===== src/rtl/alu_share_arbiter_if.sv =====
// Request, ALU and response signals between the ALU share arbiter and its environment.
interface alu_share_arbiter_if #(
   parameter int unsigned DATA_WIDTH = 32,
   parameter int unsigned OP_WIDTH   = 4
);
   logic                  a_valid;
   logic                  a_ready;
   logic [DATA_WIDTH-1:0] a_in1;
   logic [DATA_WIDTH-1:0] a_in2;
   logic [OP_WIDTH-1:0]   a_op;
   logic                  b_valid;
   logic                  b_ready;
   logic [DATA_WIDTH-1:0] b_in1;
   logic [DATA_WIDTH-1:0] b_in2;
   logic [OP_WIDTH-1:0]   b_op;
   logic [DATA_WIDTH-1:0] alu_in1;
   logic [DATA_WIDTH-1:0] alu_in2;
   logic [OP_WIDTH-1:0]   alu_op;
   logic [DATA_WIDTH-1:0] alu_result;
   logic                  alu_zero;
   logic                  alu_lt;
   logic                  alu_gt;
   logic                  rsp_valid_a;
   logic                  rsp_valid_b;
   logic                  rsp_ready_a;
   logic                  rsp_ready_b;
   logic [DATA_WIDTH-1:0] rsp_result;
   logic                  rsp_zero;
   logic                  rsp_lt;
   logic                  rsp_gt;
   logic                  busy;

   // Arbiter side
   modport slave (
      input  a_valid, a_in1, a_in2, a_op,
      input  b_valid, b_in1, b_in2, b_op,
      input  alu_result, alu_zero, alu_lt, alu_gt,
      input  rsp_ready_a, rsp_ready_b,
      output a_ready, b_ready,
      output alu_in1, alu_in2, alu_op,
      output rsp_valid_a, rsp_valid_b, rsp_result, rsp_zero, rsp_lt, rsp_gt,
      output busy
   );

   // Requesters and ALU side
   modport master (
      output a_valid, a_in1, a_in2, a_op,
      output b_valid, b_in1, b_in2, b_op,
      output alu_result, alu_zero, alu_lt, alu_gt,
      output rsp_ready_a, rsp_ready_b,
      input  a_ready, b_ready,
      input  alu_in1, alu_in2, alu_op,
      input  rsp_valid_a, rsp_valid_b, rsp_result, rsp_zero, rsp_lt, rsp_gt,
      input  busy
   );
endinterface


===== src/rtl/alu_share_arbiter.sv =====
// Round-robin sharing of one combinational ALU between two requesters,
// one operation in flight, registered operands and registered response.
module alu_share_arbiter #(
   parameter int unsigned DATA_WIDTH = 32,
   parameter int unsigned OP_WIDTH   = 4
) (
   input  logic                  clk,
   input  logic                  reset,
   alu_share_arbiter_if.slave    bus
);
   typedef enum logic [1:0] {IDLE, EXEC, RESP} state_t;

   localparam logic PORT_A = 1'b0;
   localparam logic PORT_B = 1'b1;

   state_t                state_q, state_d;
   logic                  prio_q, prio_d;
   logic                  owner_q, owner_d;
   logic [DATA_WIDTH-1:0] alu_in1_q, alu_in1_d;
   logic [DATA_WIDTH-1:0] alu_in2_q, alu_in2_d;
   logic [OP_WIDTH-1:0]   alu_op_q, alu_op_d;
   logic [DATA_WIDTH-1:0] rsp_result_q, rsp_result_d;
   logic                  rsp_zero_q, rsp_zero_d;
   logic                  rsp_lt_q, rsp_lt_d;
   logic                  rsp_gt_q, rsp_gt_d;
   logic                  rsp_valid_a_q, rsp_valid_a_d;
   logic                  rsp_valid_b_q, rsp_valid_b_d;
   logic                  grant_a_c, grant_b_c;
   logic                  a_ready_c, b_ready_c;

   // State and datapath registers
   always_ff @(posedge clk or posedge reset) begin
      if (reset) begin
         state_q       <= IDLE;
         prio_q        <= PORT_A;
         owner_q       <= PORT_A;
         alu_in1_q     <= '0;
         alu_in2_q     <= '0;
         alu_op_q      <= '0;
         rsp_result_q  <= '0;
         rsp_zero_q    <= 1'b0;
         rsp_lt_q      <= 1'b0;
         rsp_gt_q      <= 1'b0;
         rsp_valid_a_q <= 1'b0;
         rsp_valid_b_q <= 1'b0;
      end else begin
         state_q       <= state_d;
         prio_q        <= prio_d;
         owner_q       <= owner_d;
         alu_in1_q     <= alu_in1_d;
         alu_in2_q     <= alu_in2_d;
         alu_op_q      <= alu_op_d;
         rsp_result_q  <= rsp_result_d;
         rsp_zero_q    <= rsp_zero_d;
         rsp_lt_q      <= rsp_lt_d;
         rsp_gt_q      <= rsp_gt_d;
         rsp_valid_a_q <= rsp_valid_a_d;
         rsp_valid_b_q <= rsp_valid_b_d;
      end
   end

   // Grant, next state and next register values
   always_comb begin
      state_d       = state_q;
      prio_d        = prio_q;
      owner_d       = owner_q;
      alu_in1_d     = alu_in1_q;
      alu_in2_d     = alu_in2_q;
      alu_op_d      = alu_op_q;
      rsp_result_d  = rsp_result_q;
      rsp_zero_d    = rsp_zero_q;
      rsp_lt_d      = rsp_lt_q;
      rsp_gt_d      = rsp_gt_q;
      rsp_valid_a_d = rsp_valid_a_q;
      rsp_valid_b_d = rsp_valid_b_q;
      a_ready_c     = 1'b0;
      b_ready_c     = 1'b0;
      grant_a_c     = bus.a_valid && (!bus.b_valid || (prio_q == PORT_A));
      grant_b_c     = bus.b_valid && !grant_a_c;

      unique case (state_q)
         IDLE: begin
            a_ready_c = grant_a_c;
            b_ready_c = grant_b_c;
            if (grant_a_c) begin
               alu_in1_d = bus.a_in1;
               alu_in2_d = bus.a_in2;
               alu_op_d  = bus.a_op;
               owner_d   = PORT_A;
               prio_d    = PORT_B;
               state_d   = EXEC;
            end else if (grant_b_c) begin
               alu_in1_d = bus.b_in1;
               alu_in2_d = bus.b_in2;
               alu_op_d  = bus.b_op;
               owner_d   = PORT_B;
               prio_d    = PORT_A;
               state_d   = EXEC;
            end
         end
         EXEC: begin
            rsp_result_d  = bus.alu_result;
            rsp_zero_d    = bus.alu_zero;
            rsp_lt_d      = bus.alu_lt;
            rsp_gt_d      = bus.alu_gt;
            rsp_valid_a_d = (owner_q == PORT_A);
            rsp_valid_b_d = (owner_q == PORT_B);
            state_d       = RESP;
         end
         RESP: begin
            // Only the owner's response ready can retire the operation
            if ((owner_q == PORT_A) ? bus.rsp_ready_a : bus.rsp_ready_b) begin
               rsp_valid_a_d = 1'b0;
               rsp_valid_b_d = 1'b0;
               state_d       = IDLE;
            end
         end
         default: state_d = IDLE;
      endcase
   end

   assign bus.a_ready     = a_ready_c;
   assign bus.b_ready     = b_ready_c;
   assign bus.alu_in1     = alu_in1_q;
   assign bus.alu_in2     = alu_in2_q;
   assign bus.alu_op      = alu_op_q;
   assign bus.rsp_valid_a = rsp_valid_a_q;
   assign bus.rsp_valid_b = rsp_valid_b_q;
   assign bus.rsp_result  = rsp_result_q;
   assign bus.rsp_zero    = rsp_zero_q;
   assign bus.rsp_lt      = rsp_lt_q;
   assign bus.rsp_gt      = rsp_gt_q;
   assign bus.busy        = (state_q != IDLE);
endmodule


===== src/flat_wrapper.sv =====
// flat-port wrapper written by rule: the top's interface ports become plain ports
module alu_share_arbiter_flat 
#(
   parameter int unsigned DATA_WIDTH = 32,
   parameter int unsigned OP_WIDTH   = 4
)
  (clk, reset, bus_a_valid, bus_a_in1, bus_a_in2, bus_a_op, bus_b_valid, bus_b_in1, bus_b_in2, bus_b_op, bus_alu_result, bus_alu_zero, bus_alu_lt, bus_alu_gt, bus_rsp_ready_a, bus_rsp_ready_b, bus_a_ready, bus_b_ready, bus_alu_in1, bus_alu_in2, bus_alu_op, bus_rsp_valid_a, bus_rsp_valid_b, bus_rsp_result, bus_rsp_zero, bus_rsp_lt, bus_rsp_gt, bus_busy);
  alu_share_arbiter_if #(.DATA_WIDTH(DATA_WIDTH), .OP_WIDTH(OP_WIDTH)) bus_i ();
  input  logic clk;
  input  logic reset;
  input wire logic [$bits(bus_i.a_valid)-1:0] bus_a_valid;
  input wire logic [$bits(bus_i.a_in1)-1:0] bus_a_in1;
  input wire logic [$bits(bus_i.a_in2)-1:0] bus_a_in2;
  input wire logic [$bits(bus_i.a_op)-1:0] bus_a_op;
  input wire logic [$bits(bus_i.b_valid)-1:0] bus_b_valid;
  input wire logic [$bits(bus_i.b_in1)-1:0] bus_b_in1;
  input wire logic [$bits(bus_i.b_in2)-1:0] bus_b_in2;
  input wire logic [$bits(bus_i.b_op)-1:0] bus_b_op;
  input wire logic [$bits(bus_i.alu_result)-1:0] bus_alu_result;
  input wire logic [$bits(bus_i.alu_zero)-1:0] bus_alu_zero;
  input wire logic [$bits(bus_i.alu_lt)-1:0] bus_alu_lt;
  input wire logic [$bits(bus_i.alu_gt)-1:0] bus_alu_gt;
  input wire logic [$bits(bus_i.rsp_ready_a)-1:0] bus_rsp_ready_a;
  input wire logic [$bits(bus_i.rsp_ready_b)-1:0] bus_rsp_ready_b;
  output wire logic [$bits(bus_i.a_ready)-1:0] bus_a_ready;
  output wire logic [$bits(bus_i.b_ready)-1:0] bus_b_ready;
  output wire logic [$bits(bus_i.alu_in1)-1:0] bus_alu_in1;
  output wire logic [$bits(bus_i.alu_in2)-1:0] bus_alu_in2;
  output wire logic [$bits(bus_i.alu_op)-1:0] bus_alu_op;
  output wire logic [$bits(bus_i.rsp_valid_a)-1:0] bus_rsp_valid_a;
  output wire logic [$bits(bus_i.rsp_valid_b)-1:0] bus_rsp_valid_b;
  output wire logic [$bits(bus_i.rsp_result)-1:0] bus_rsp_result;
  output wire logic [$bits(bus_i.rsp_zero)-1:0] bus_rsp_zero;
  output wire logic [$bits(bus_i.rsp_lt)-1:0] bus_rsp_lt;
  output wire logic [$bits(bus_i.rsp_gt)-1:0] bus_rsp_gt;
  output wire logic [$bits(bus_i.busy)-1:0] bus_busy;
  assign bus_i.a_valid = bus_a_valid;
  assign bus_i.a_in1 = bus_a_in1;
  assign bus_i.a_in2 = bus_a_in2;
  assign bus_i.a_op = bus_a_op;
  assign bus_i.b_valid = bus_b_valid;
  assign bus_i.b_in1 = bus_b_in1;
  assign bus_i.b_in2 = bus_b_in2;
  assign bus_i.b_op = bus_b_op;
  assign bus_i.alu_result = bus_alu_result;
  assign bus_i.alu_zero = bus_alu_zero;
  assign bus_i.alu_lt = bus_alu_lt;
  assign bus_i.alu_gt = bus_alu_gt;
  assign bus_i.rsp_ready_a = bus_rsp_ready_a;
  assign bus_i.rsp_ready_b = bus_rsp_ready_b;
  assign bus_a_ready = bus_i.a_ready;
  assign bus_b_ready = bus_i.b_ready;
  assign bus_alu_in1 = bus_i.alu_in1;
  assign bus_alu_in2 = bus_i.alu_in2;
  assign bus_alu_op = bus_i.alu_op;
  assign bus_rsp_valid_a = bus_i.rsp_valid_a;
  assign bus_rsp_valid_b = bus_i.rsp_valid_b;
  assign bus_rsp_result = bus_i.rsp_result;
  assign bus_rsp_zero = bus_i.rsp_zero;
  assign bus_rsp_lt = bus_i.rsp_lt;
  assign bus_rsp_gt = bus_i.rsp_gt;
  assign bus_busy = bus_i.busy;
  alu_share_arbiter #(.DATA_WIDTH(DATA_WIDTH), .OP_WIDTH(OP_WIDTH)) u_core (.clk(clk), .reset(reset), .bus(bus_i));
endmodule

===== config.mk =====
export PLATFORM = sky130hd
export DESIGN_NAME = alu_share_arbiter_flat
export DESIGN_NICKNAME = d
export VERILOG_FILES = /design/src/rtl/alu_share_arbiter_if.sv /design/src/rtl/alu_share_arbiter.sv /design/src/flat_wrapper.sv
export SDC_FILE = /design/constraint.sdc
export NUM_CORES = 1
export LEC_CHECK = 0
export ABC_AREA = 1
export BUFFER_PORTS_ARGS = -buffer_cell sky130_fd_sc_hd__buf_4
export CORE_AREA = 3 3 111 113
export CTS_BUF_LIST = sky130_fd_sc_hd__clkbuf_2 sky130_fd_sc_hd__clkbuf_4 sky130_fd_sc_hd__clkbuf_8
export CTS_CLUSTER_SIZE = 16
export DETAILED_ROUTE_END_ITERATION = 10
export DIE_AREA = 0 0 114 116
export PLACE_DENSITY = 0.9
export SLEW_MARGIN = 10
export SYNTH_ARGS = -nofsm -noshare
export SYNTH_HDL_FRONTEND = slang
export SYNTH_SLANG_ARGS = --single-unit
export TNS_END_PERCENT = 5

===== constraint.sdc =====
create_clock -name clk -period 9.3 [get_ports clk]
set_input_delay 0.465 -clock clk [delete_from_list [all_inputs] [get_ports clk]]
set_output_delay 0.465 -clock clk [all_outputs]
set_load 0.02 [all_outputs]

### After elaboration in Yosys (flattened, before gate mapping)

Cells that the tools add are included.

* register bits: 109
* input port bits: 177
* output and inout port bits: 108

* equality and inequality tests: 4
* multiplexer cells: 20
* bitwise gates (word level): 2
* reduce and logical (&&, ||, !) cells: 12

Operator list (number)
* two-way mux 32 bit: 4
* two-way mux 1 bit: 8
* two-way mux 4 bit: 2
* two-way mux 2 bit: 3
* one-hot mux 2 bit (3 select lines): 1
* AND reduction 2 bit: 3
* nonzero test 2 bit: 3
* one-hot mux 1 bit (2 select lines): 2
* inequality test 3 x 1 -> 1 bit, second input constant: 1
* == test 2 x 1 -> 1 bit, second input constant: 1
* == test 2 bit, second input constant: 1
* logical AND 1 bit: 2
* zero test 1 bit: 2
* zero test 2 bit: 1
* inequality test 2 x 1 -> 1 bit, second input constant: 1
* NOT 1 bit: 2
* logical OR 1 bit: 1

### Depth between registers and ports, before layout

Gate-level depths: netlist of run 1.

* depth in word-level cells: 8
* gate-level depth with buffers: 8
* mapped depth without buffers: 6

### Worst setup path after synthesis of run 1

Ideal clock, no wire load.

* kind: register -> output
* start: reg u_core.state_q[0]
* end: out bus_b_ready
* arrival: 1.253 ns
* data required time: 8.835 ns
* slack: 7.582 ns
* cell stages (with the launch flop): 5
* path buffers: 1
* cell sequence: dfrtp_1 -> nor2_2 -> nand2_2 -> buf_1 -> a21oi_1

* longest elaborated chain between the ends: 2

RTL lines
* start, declared: line alu_share_arbiter.sv:16 `state_t state_q, state_d;`
* start signal, assigned: line alu_share_arbiter.sv:47 `state_q <= state_d;`
* zero test 2 bit: line alu_share_arbiter.sv:81 `unique case (state_q)`
* two-way mux 1 bit: line alu_share_arbiter.sv:81
* end, declared: line flat_wrapper.sv:26 `output wire logic [$bits(bus_i.b_ready)-1:0] bus_b_ready;`

Every way passes these cells.

### Worst setup path after layout of run 1

* start: reg u_core.prio_q
* end: out bus_a_ready

* longest elaborated chain between the ends: 4

RTL lines
* start, declared: line alu_share_arbiter.sv:17 `logic prio_q, prio_d;`
* start signal, assigned: line alu_share_arbiter.sv:48 `prio_q <= prio_d;`
* NOT 1 bit: line alu_share_arbiter.sv:78 `grant_a_c = bus.a_valid && (!bus.b_valid || (prio_q == PORT_A));`
* logical OR 1 bit: line alu_share_arbiter.sv:78
* logical AND 1 bit: line alu_share_arbiter.sv:78
* two-way mux 1 bit: line alu_share_arbiter.sv:81
* end, declared: line flat_wrapper.sv:25 `output wire logic [$bits(bus_i.a_ready)-1:0] bus_a_ready;`

Every way passes these cells.

==> flow_summary.ini, run 1 <==
[status]
outcome = finished, final reports clean

[timing]
fmax_mhz = 361
period_minus_slack_ns = 2.77
totalNegativeSetupSlack_ns = 0
number_of_setup_violations_in_the_final_report = 0
rsz0062_at_grt = false
finalCritPeriodShare_pct = 29.8
slew_viol_final = 0
timing_hold_violations_final = 0
worst_pin_slew_ns = 1.01
fin_worst_skew_ns = 0.00742
final.hold.worst_slack_ns = 0.0739
timing.slew.headroom_pct = 32.6

[cts]
cts_made_buffers = 9
post-cts-setup-buffers = 0
cts_hold_repair.buffers = 0
bufs_on_longest_clock_path = 2
cts_tree = built
cts.clk_slew.worst_paths_ns = 0.09
cts_h_tree_depth = 3
clockRootBuffer = sky130_fd_sc_hd__clkbuf_8
insertion_delay_ns = 0.37
post_cts_resize_count = 0
cts.sink_count = 109

[place]
post-dp-hpwl_um = 11300
numPortBuffers = 284
placer_congestion = 0.809

[logic_synthesis]
ys_seq_area_share_pct = 52.4
yosysTopAreaCell = sky130_fd_sc_hd__dfrtp_1
synth_commonest_cells = sky130_fd_sc_hd__nand2_1 (391), sky130_fd_sc_hd__nand3_1 (139), sky130_fd_sc_hd__dfrtp_1 (109)
area_fraction_of_the_dominant_cell_type_after_synthesis_pct = 52.4
avgSynthCellArea_um2 = 7.38
postSynthNetCount = 882
synth-async-reset-ratio_pct = 100
synth_cells = 705
synth.cell_area_um2 = 5200
number_of_enable_flip_flop_cells_after_synthesis = 0
yosys_register_bits = 109
synth_top_cells_by_area = sky130_fd_sc_hd__dfrtp_1 (52%), sky130_fd_sc_hd__nand2_1 (28%), sky130_fd_sc_hd__nand3_1 (13%)
yosysUniqueCellTypes = 15
ys_warn_count = 0
post-synth-top-count-cell = sky130_fd_sc_hd__nand2_1
postSynth.topFlopCell = sky130_fd_sc_hd__dfrtp_1

[critical_path]
critical_path_arrival_ns = 2.31
crit_path_start_kind = register
critical_path.endpoint_type = primary output
crit_required_ns = 8.84
worst-setup-path-type = reg -> out
crit_fanout = 71

[floorplan]
pin_count = 285
rows = 39
die_width_um = 114
core_footprint_um2 = 11400
floorplan.die.height_um = 116
initial_core_util_pct = 45.6
die-area_um2 = 13200

[run]
max-cap-violations = 0

[global_routing]
global_route_wire_length_before_repair_um = 25100
number_of_antenna_violations_at_the_first_check_in_global_routing = 0
grt_util_all_layers_pct = 23.7
first_global_vias = 5187
largest_net_degree_at_the_start_of_global_routing = 80
grt_residual_overflow = 0

[finish]
final_layout_size_suffix_gt1_share_pct = 32.6
final-seq-area_um2 = 2730
syn2layout_area_growth_pct = 45.8
total_nets_final = 1133
fillCellCount = 972
insertedDiodeCount = 0
multi_input_comb_area_um2 = 2220

[route]
drc_errors = 0
drt_pass_1_iters = 5
detailroute.via_count = 5525
wl_per_cell_um = 14.5
detailedRoute.firstIterationViolations = 331
drt-vias-per-instance = 5.00
routed_wirelength_um = 16100
antenna_violating_nets_left = 0

[power_and_ir_drop]
gate_power_share_pct = 52.7
share_of_total_power_consumed_by_net_switching_pct = 43.9
netSwitchingPower_mw = 1.09
powerDensity_nw_per_um2 = 328
p_int_mw = 1.40
power.static_leakage_nw = 4.46
power.ir.vdd_worst_mv = 0.214
power_frac_seq_pct = 33.4
power.share.clock_pct = 13.9

[worst_hold_path]
hold_class = in -> async
area by class of cell:
class	instances	area share [%]
Clock inverter	5	1.42
Inverter	8	0.429
Timing Repair Buffer	290	28.7
Tap cell	143	2.36
Multi-Input combinational cell	538	29.2
Clock buffer	11	1.91
Sequential cell	109	35.9
layer usage:
layer | routed length (um) | part of all wire [%] | vias to the layer above | global-route usage (%)
li1 | - | - | 2715 | -
met1 | 6160 | 38 | 2548 | 28.5
met2 | 8120 | 51 | 241 | 41.1
met3 | 1500 | 9.4 | 21 | 7.73
met4 | 272 | 1.7 | 0 | 6.10
met5 | 0 | 0 | - | 0
cell families after synthesis:
family / count (synthesis) / share of synthesized area (%)
buf+inv: 58 / 5.07
simple gates: 537 / 42.4
compound gates: 1 / 0.0961
flops: 109 / 52.4
registers in the layout (all words and copies together) (netlist names):
name                    cells
u_core.prio_q               1
u_core.bus.rsp_gt           1
u_core.owner_q              1
u_core.bus.rsp_zero         1
u_core.bus.alu_in2         32
u_core.bus.rsp_lt           1
u_core.bus.alu_in1         32
u_core.bus.rsp_valid_a      1
u_core.bus.rsp_valid_b      1
u_core.state_q              2
u_core.bus.rsp_result      32
u_core.bus.alu_op           4
metrics by stage:
| stage | area [um2] | worst slack [ns] | util, % | instances | power, mW |
|---|---|---|---|---|---|
| after floorplan | 5200 | 5.96 | - | 705 | 1.60 |
| after global placement | 7330 | 6.51 | 64.2 | 1088 | 2.13 |
| after detailed placement | 7330 | 6.48 | 64.2 | 1088 | 2.17 |
| after CTS | 7580 | 6.51 | 66.4 | 1104 | 2.52 |
| after global routing | 7590 | 6.36 | 66.4 | 1104 | 2.68 |
| final | 7590 | 6.53 | 66.4 | 1104 | 2.49 |
cell usage in the layout (no fill, tap or decap):
cell type,n
sky130_fd_sc_hd__a21oi_1,1
sky130_fd_sc_hd__buf_4,290
sky130_fd_sc_hd__bufinv_16,3
sky130_fd_sc_hd__clkbuf_4,1
sky130_fd_sc_hd__clkbuf_8,10
sky130_fd_sc_hd__clkinv_1,1
sky130_fd_sc_hd__clkinv_4,2
sky130_fd_sc_hd__dfrtp_1,109
sky130_fd_sc_hd__inv_1,6
sky130_fd_sc_hd__inv_4,1
sky130_fd_sc_hd__nand2_1,391
sky130_fd_sc_hd__nand2_2,3
sky130_fd_sc_hd__nand2_4,1
sky130_fd_sc_hd__nand3_1,139
sky130_fd_sc_hd__nand3_2,1
sky130_fd_sc_hd__nor2_1,1
sky130_fd_sc_hd__nor2_2,1
critical path, cell delays in order (launching register included):
cell and delay (ns):
sky130_fd_sc_hd__dfrtp_1 0.42, sky130_fd_sc_hd__nand2_2 0.06, sky130_fd_sc_hd__buf_4 0.59, sky130_fd_sc_hd__nand3_2 0.16
sky130_fd_sc_hd__buf_4 0.39, sky130_fd_sc_hd__inv_1 0.13, sky130_fd_sc_hd__buf_4 0.15
power groups by stage:
stage | clock (mW) | combinational (mW) | sequential (mW)
detailed placement | 0 | 1.33 | 0.838
CTS | 0.358 | 1.33 | 0.832
global route | 0.379 | 1.44 | 0.860
floorplan | 0 | 0.510 | 1.09
global placement | 0 | 1.30 | 0.829
finish | 0.345 | 1.31 | 0.832
worst paths after layout:
kind / from / to / slack [ns] / cells past startpoint
max reg2reg: u_core.prio_q / u_core.bus.alu_in2[25] / 6.76 / 7
max in group asynchronous: reset / u_core.bus.alu_in2[7] / 7.90 / 3
max: u_core.prio_q / bus_a_ready / 6.53 / 6
min in group clk: bus_alu_result[16] / u_core.bus.rsp_result[16] / 0.29 / 3
min: reset / u_core.bus.alu_in2[19] / 0.07 / 2
min reg2reg: u_core.bus.rsp_result[8] / u_core.bus.rsp_result[8] / 0.49 / 2
Note: power is estimated with default switching activity, not from simulation.
==> run 2: changes to the inputs <==
Settings changed: ABC_AREA 1 to 0, CORE_AREA 3 3 111 113 to 3 3 110 112, DIE_AREA 0 0 114 116 to 0 0 113 115, PLACE_DENSITY 0.9 to 0.86.
Clock period 9.3 ns to 2.6 ns, I/O delays scaled along.
==> run 2 against run 1 <==
  * Non-clock buffer count up 81
  * Largest cell class is now non-clock buffers
  * Critical path depth down 3
  * Clock-buffer cell count up 2
  * Utilization up 3.2 points
  * Sequential power rose to 3.8 times the previous value
  * Area after synthesis down 9.9%
  * Sequential share of layout area down 1.4 points
  * Clock power rose to 3.1 times the previous value
  * Critical endpoint is now bus_b_ready
  * Power rose to 3.7 times the previous value
  * Register-to-register slack worse by 6.3 ns
  * Synthesized cell count down 34%
  * Wire length up 11%
==> flow_summary.ini, run 2 <==
[status]
outcome = finished, final reports clean

[place]
place.detailed.instances = 862
placer_congestion = 0.832
preCtsSetupSlack_ns = 0.405
post-dp-hpwl_um = 11600
placedInstanceArea_um2 = 6880
numPortBuffers = 284

[logic_synthesis]
number_of_enable_flip_flop_cells_after_synthesis = 0
avgSynthCellArea_um2 = 10.0
synth.cell_area_um2 = 4690
postSynth.topFlopCell = sky130_fd_sc_hd__dfrtp_1
synth-async-reset-ratio_pct = 100
area_fraction_of_the_dominant_cell_type_after_synthesis_pct = 58.2
yosysUniqueCellTypes = 27
ys_warn_count = 0
postSynthNetCount = 644
yosysTopAreaCell = sky130_fd_sc_hd__dfrtp_1
synth_cells = 467
ys_seq_area_share_pct = 58.2
yosys_register_bits = 109
post-synth-top-count-cell = sky130_fd_sc_hd__nand2_1
synth_top_cells_by_area = sky130_fd_sc_hd__dfrtp_1 (58%), sky130_fd_sc_hd__nand2_1 (12%), sky130_fd_sc_hd__a221o_1 (9.4%)
synth_commonest_cells = sky130_fd_sc_hd__nand2_1 (156), sky130_fd_sc_hd__dfrtp_1 (109), sky130_fd_sc_hd__a221o_1 (44), sky130_fd_sc_hd__and3_1 (44), sky130_fd_sc_hd__a21oi_1 (28)

[floorplan]
core_footprint_um2 = 11300
pin_count = 285
rows = 39
die_width_um = 113
initial_core_util_pct = 41.4
die-area_um2 = 13000
floorplan.die.height_um = 115

[finish]
cell_count_final_fillers_out = 959
layout_commonest_cell = sky130_fd_sc_hd__buf_4
syn2layout_area_growth_pct = 68.2
fin_area_um2 = 7890
final_layout_size_suffix_gt1_share_pct = 38.8
total_nets_final = 987
final_cell_mix = sky130_fd_sc_hd__buf_4 (289), sky130_fd_sc_hd__nand2_1 (156), sky130_fd_sc_hd__dfrtp_1 (109)

[cts]
cts.sink_count = 109
cts_made_buffers = 9
cts_hold_repair.buffers = 79
post_cts_resize_count = 0
cts_h_tree_depth = 3
post-cts-setup-buffers = 0
clockRootBuffer = sky130_fd_sc_hd__clkbuf_8
insertion_delay_ns = 0.36
bufs_on_longest_clock_path = 2
cts_tree = built
cts.clk_slew.worst_paths_ns = 0.10

[timing]
timing_hold_violations_final = 0
worst_pin_slew_ns = 0.872
totalNegativeSetupSlack_ns = 0
slew_viol_final = 0
finalCritPeriodShare_pct = 88.9
final_critical_path_setup_slack_ns = 0.290
rsz0062_at_grt = false
timing.slew.headroom_pct = 41.9
fmax_mhz = 433
number_of_setup_violations_in_the_final_report = 0
fin_worst_skew_ns = 0.00922
period_minus_slack_ns = 2.31

[critical_path]
crit_path_start_kind = register
rr_startpoint = u_core.state_q[0]
crit_required_ns = 2.47
critical_path_arrival_ns = 2.18
crit_fanout = 45
worst-setup-path-type = reg -> out
crit_start = u_core.state_q[0]
critical_path.endpoint_type = primary output

[power_and_ir_drop]
powerDensity_nw_per_um2 = 1160
power.static_leakage_nw = 4.13
power.ir.vdd_worst_mv = 0.749

[global_routing]
largest_net_degree_at_the_start_of_global_routing = 54
number_of_antenna_violations_at_the_first_check_in_global_routing = 0
grt_util_all_layers_pct = 26.6
grt_residual_overflow = 0
global_route_wire_length_before_repair_um = 27500
first_global_vias = 5260

[route]
detailedRoute.firstIterationViolations = 576
drt_pass_1_iters = 5
routed_wirelength_um = 17900
antenna_violating_nets_left = 0
detailroute.via_count = 5155
wl_per_cell_um = 18.7
drc_errors = 0
drt-vias-per-instance = 5.38

[worst_hold_path]
hold_class = in -> reg
worstHoldStart = bus_b_in2[16]

[run]
max-cap-violations = 0
-- run 2: cell types whose count changed in the layout (fill, tap and decap cells not counted), moves of 5 or more --
| cell | change |
|---|---|
| sky130_fd_sc_hd__a21oi_1 | +27 |
| sky130_fd_sc_hd__a221o_1 | +44 |
| sky130_fd_sc_hd__a31oi_1 | +24 |
| sky130_fd_sc_hd__and3_1 | +44 |
| sky130_fd_sc_hd__dlygate4sd3_1 | +80 |
| sky130_fd_sc_hd__inv_1 | -5 |
| sky130_fd_sc_hd__nand2_1 | -235 |
| sky130_fd_sc_hd__nand3_1 | -139 |
-- run 2: logic make-up (layout without fill, tap and decap cells) --
group | after synthesis | in the layout | synth area share (%)
simple gates | 212 | 212 | 20.2
flops | 109 | 109 | 58.2
compound gates | 103 | 103 | 16.8
buf+inv | 43 | 391 | 4.80
other cells | 0 | 1 | 0
-- run 2: stage by stage --
step | util [%] | total power, mW | hold WS (ns)
final | 69.7 | 9.12 | 0.0224
after global routing | 69.7 | 9.64 | 0.00281
after CTS | 69.6 | 9.04 | 0.00246
after detailed placement | 60.8 | 7.87 | 0.222
after global placement | 60.8 | 7.67 | 0.217
after floorplan | - | 5.82 | 0.234
-- run 2: final timing paths --
| kind | cells after the start | slack (ns) | end |
|---|---|---|---|
| max in group asynchronous | 4 | 1.38 | u_core.bus.alu_in2[5] |
| setup reg to reg | 4 | 0.51 | u_core.bus.alu_in2[28] |
| setup / recovery | 3 | 0.29 | bus_b_ready |
| hold reg to reg | 2 | 0.48 | u_core.bus.rsp_result[6] |
| min in group asynchronous | 3 | 0.39 | u_core.bus.rsp_gt |
| hold / removal | 3 | 0.02 | u_core.bus.alu_in2[16] |
-- run 2: final cells by class --
cell class / instances / area [um2]
clock inverters: 3 / 45.0
flip-flops and latches: 109 / 2730
well taps: 143 / 179
inverters: 4 / 18.8
fillers: 800 / 3430
repair buffers: 371 / 3010
multi-input cells: 315 / 1750
diodes: 1 / 2.50
clock buffers: 13 / 160
-- run 2: metal layers --
metal	vias to the layer above	routed length, um	GRT usage [%]
li1	2323	-	-
met1	2453	6530	31.0
met2	315	9100	46.5
met3	64	1460	5.42
met4	0	805	14.0
met5	-	0	0
-- run 2: power breakdown --
part / internal (mW) / total, mW / switching, mW
sequential: 2.54 / 3.13 / 0.588
clock: 0.506 / 1.07 / 0.568
combinational: 2.09 / 4.91 / 2.82
-- run 2: worst max-delay path: stages, from the launching register on --
cell and delay [ns]:
sky130_fd_sc_hd__dfrtp_1 0.48, sky130_fd_sc_hd__nor2_4 0.44, sky130_fd_sc_hd__and3_4 0.62, sky130_fd_sc_hd__buf_4 0.24
==> run 3: changes to the inputs <==
Settings changed: HOLD_SLACK_MARGIN set to 0.08.
==> run 3 against run 2 <==
  * Clock-buffer cell count unchanged
  * Worst hold slack better by 0.075 ns
  * Register-to-register slack got worse by 0.38 ns
==> flow_summary.ini, run 3 (synthesis gave the netlist of run 2 again) <==
[status]
outcome = finished, final reports clean

[cts]
cts.sink_count = 109
post-cts-setup-buffers = 0
cts_tree = built
insertion_delay_ns = 0.36
bufs_on_longest_clock_path = 2
clockRootBuffer = sky130_fd_sc_hd__clkbuf_8
cts_made_buffers = 9
cts.clk_slew.worst_paths_ns = 0.11
cts_h_tree_depth = 3

[power_and_ir_drop]
power.static_leakage_nw = 4.38
powerDensity_nw_per_um2 = 1110
power.ir.vdd_worst_mv = 0.729

[run]
max-cap-violations = 0

[critical_path]
crit_fanout = 45
critical_path_arrival_ns = 2.72
crit_required_ns = 2.85
crit_path_start_kind = register
worst-setup-path-type = reg -> reg
critical_path.endpoint_type = register

[timing]
fmax_mhz = 405
worst_pin_slew_ns = 0.951
fin_worst_skew_ns = 0.0140
number_of_setup_violations_in_the_final_report = 0
rsz0062_at_grt = false
finalCritPeriodShare_pct = 94.9
slew_viol_final = 0
timing_hold_violations_final = 0
period_minus_slack_ns = 2.47
timing.slew.headroom_pct = 36.6
totalNegativeSetupSlack_ns = 0

[route]
drt-vias-per-instance = 5.46
antenna_violating_nets_left = 0
wl_per_cell_um = 19.8
detailroute.via_count = 5552
routed_wirelength_um = 20200
drc_errors = 0
detailedRoute.firstIterationViolations = 524
drt_pass_1_iters = 5

[finish]
fillCellCount = 681
total_nets_final = 1045
fin_area_um2 = 8480
final_layout_size_suffix_gt1_share_pct = 36.3
layout_commonest_cell = sky130_fd_sc_hd__buf_4
syn2layout_area_growth_pct = 80.8
final_cell_mix = sky130_fd_sc_hd__buf_4 (289), sky130_fd_sc_hd__nand2_1 (156), sky130_fd_sc_hd__dlygate4sd3_1 (137)

[place]
numPortBuffers = 284
post-dp-hpwl_um = 11600
placedInstanceArea_um2 = 6880
placer_congestion = 0.832

[floorplan]
pin_count = 285
floorplan.die.height_um = 115
rows = 39
initial_core_util_pct = 41.4
die_width_um = 113
core_footprint_um2 = 11300
die-area_um2 = 13000

[global_routing]
number_of_antenna_violations_at_the_first_check_in_global_routing = 0
largest_net_degree_at_the_start_of_global_routing = 54
global_route_wire_length_before_repair_um = 30600
grt_residual_overflow = 0
first_global_vias = 5787
grt_util_all_layers_pct = 29.7

[worst_hold_path]
hold_class = in -> reg
==> run 3: cell count changes in the layout (fill, tap and decap cells not counted) <==
cell                            previous run  this run
sky130_fd_sc_hd__nand2_8                   0         1
sky130_fd_sc_hd__nand2_4                   1         0
sky130_fd_sc_hd__and3_2                    0         1
sky130_fd_sc_hd__dlygate4sd3_1            80       137
==> run 3: final timing paths <==
kind / from / to / slack, ns / cells after the start
max in group asynchronous: reset / u_core.bus.alu_in2[5] / 1.41 / 4
setup reg to reg: u_core.state_q[1] / u_core.bus.alu_in1[23] / 0.13 / 4
hold / removal: bus_a_in2[0] / u_core.bus.alu_in2[0] / 0.1 / 3
min in group asynchronous: reset / u_core.bus.rsp_result[26] / 0.38 / 3
setup / recovery: u_core.state_q[1] / u_core.bus.alu_in1[23] / 0.13 / 4
hold reg to reg: u_core.bus.rsp_result[6] / u_core.bus.rsp_result[6] / 0.48 / 2
==> run 3: routing by layer <==
layer / share of wire [%] / vias to the layer above / track usage, %
li1: - / 2443 / -
met1: 36 / 2606 / 34.5
met2: 50 / 414 / 51.5
met3: 9.2 / 89 / 6.68
met4: 5.1 / 0 / 15.5
met5: 0 / - / 0
==> run 3: final cells by class <==
cell class	instances	area, um2	area share (%)
repair buffers	428	3580	42.2
flip-flops and latches	109	2730	32.2
multi-input cells	316	1760	20.8
well taps	143	179	2.11
clock buffers	13	160	1.89
clock inverters	3	45.0	0.531
inverters	4	18.8	0.221
diodes	1	2.50	0.0295
==> run 3: where the power goes <==
group,internal [mW],switching [mW],leakage [nW],total (mW)
Combinational,2.24,2.94,2.96,5.18
Clock,0.506,0.574,0.100,1.08
Sequential,2.54,0.599,1.31,3.14
Total,5.29,4.12,4.38,9.40
==> run 3: metrics by stage <==
stage | hold WS (ns) | setup slack [ns] | utilization (%) | total power, mW | instances
after floorplan | 0.234 | 1.07 | - | 5.82 | 467
after global placement | 0.217 | 0.493 | 60.8 | 7.67 | 862
after detailed placement | 0.222 | 0.405 | 60.8 | 7.87 | 862
after CTS | 0.0804 | 0.127 | 74.7 | 9.19 | 1015
after global routing | 0.0880 | 0.0343 | 74.9 | 9.91 | 1016
final | 0.0972 | 0.131 | 74.9 | 9.40 | 1017
==> run 3: repair_timing <==
| item | CTS | global route |
|---|---|---|
| setup endpoints to repair | 0 | 7 |
| endpoints found under the hold margin | 132 | 0 |
| hold buffers | 137 | 0 |
| resized for setup | 0 | 1 |
==> run 3: worst max-delay path: stages, from the launching register on <==
cell                            delay (ns)
sky130_fd_sc_hd__dfrtp_1              0.47
sky130_fd_sc_hd__nor2_4               0.51
sky130_fd_sc_hd__nand2_8              0.32
sky130_fd_sc_hd__a221o_1              0.45
sky130_fd_sc_hd__dlygate4sd3_1        0.58
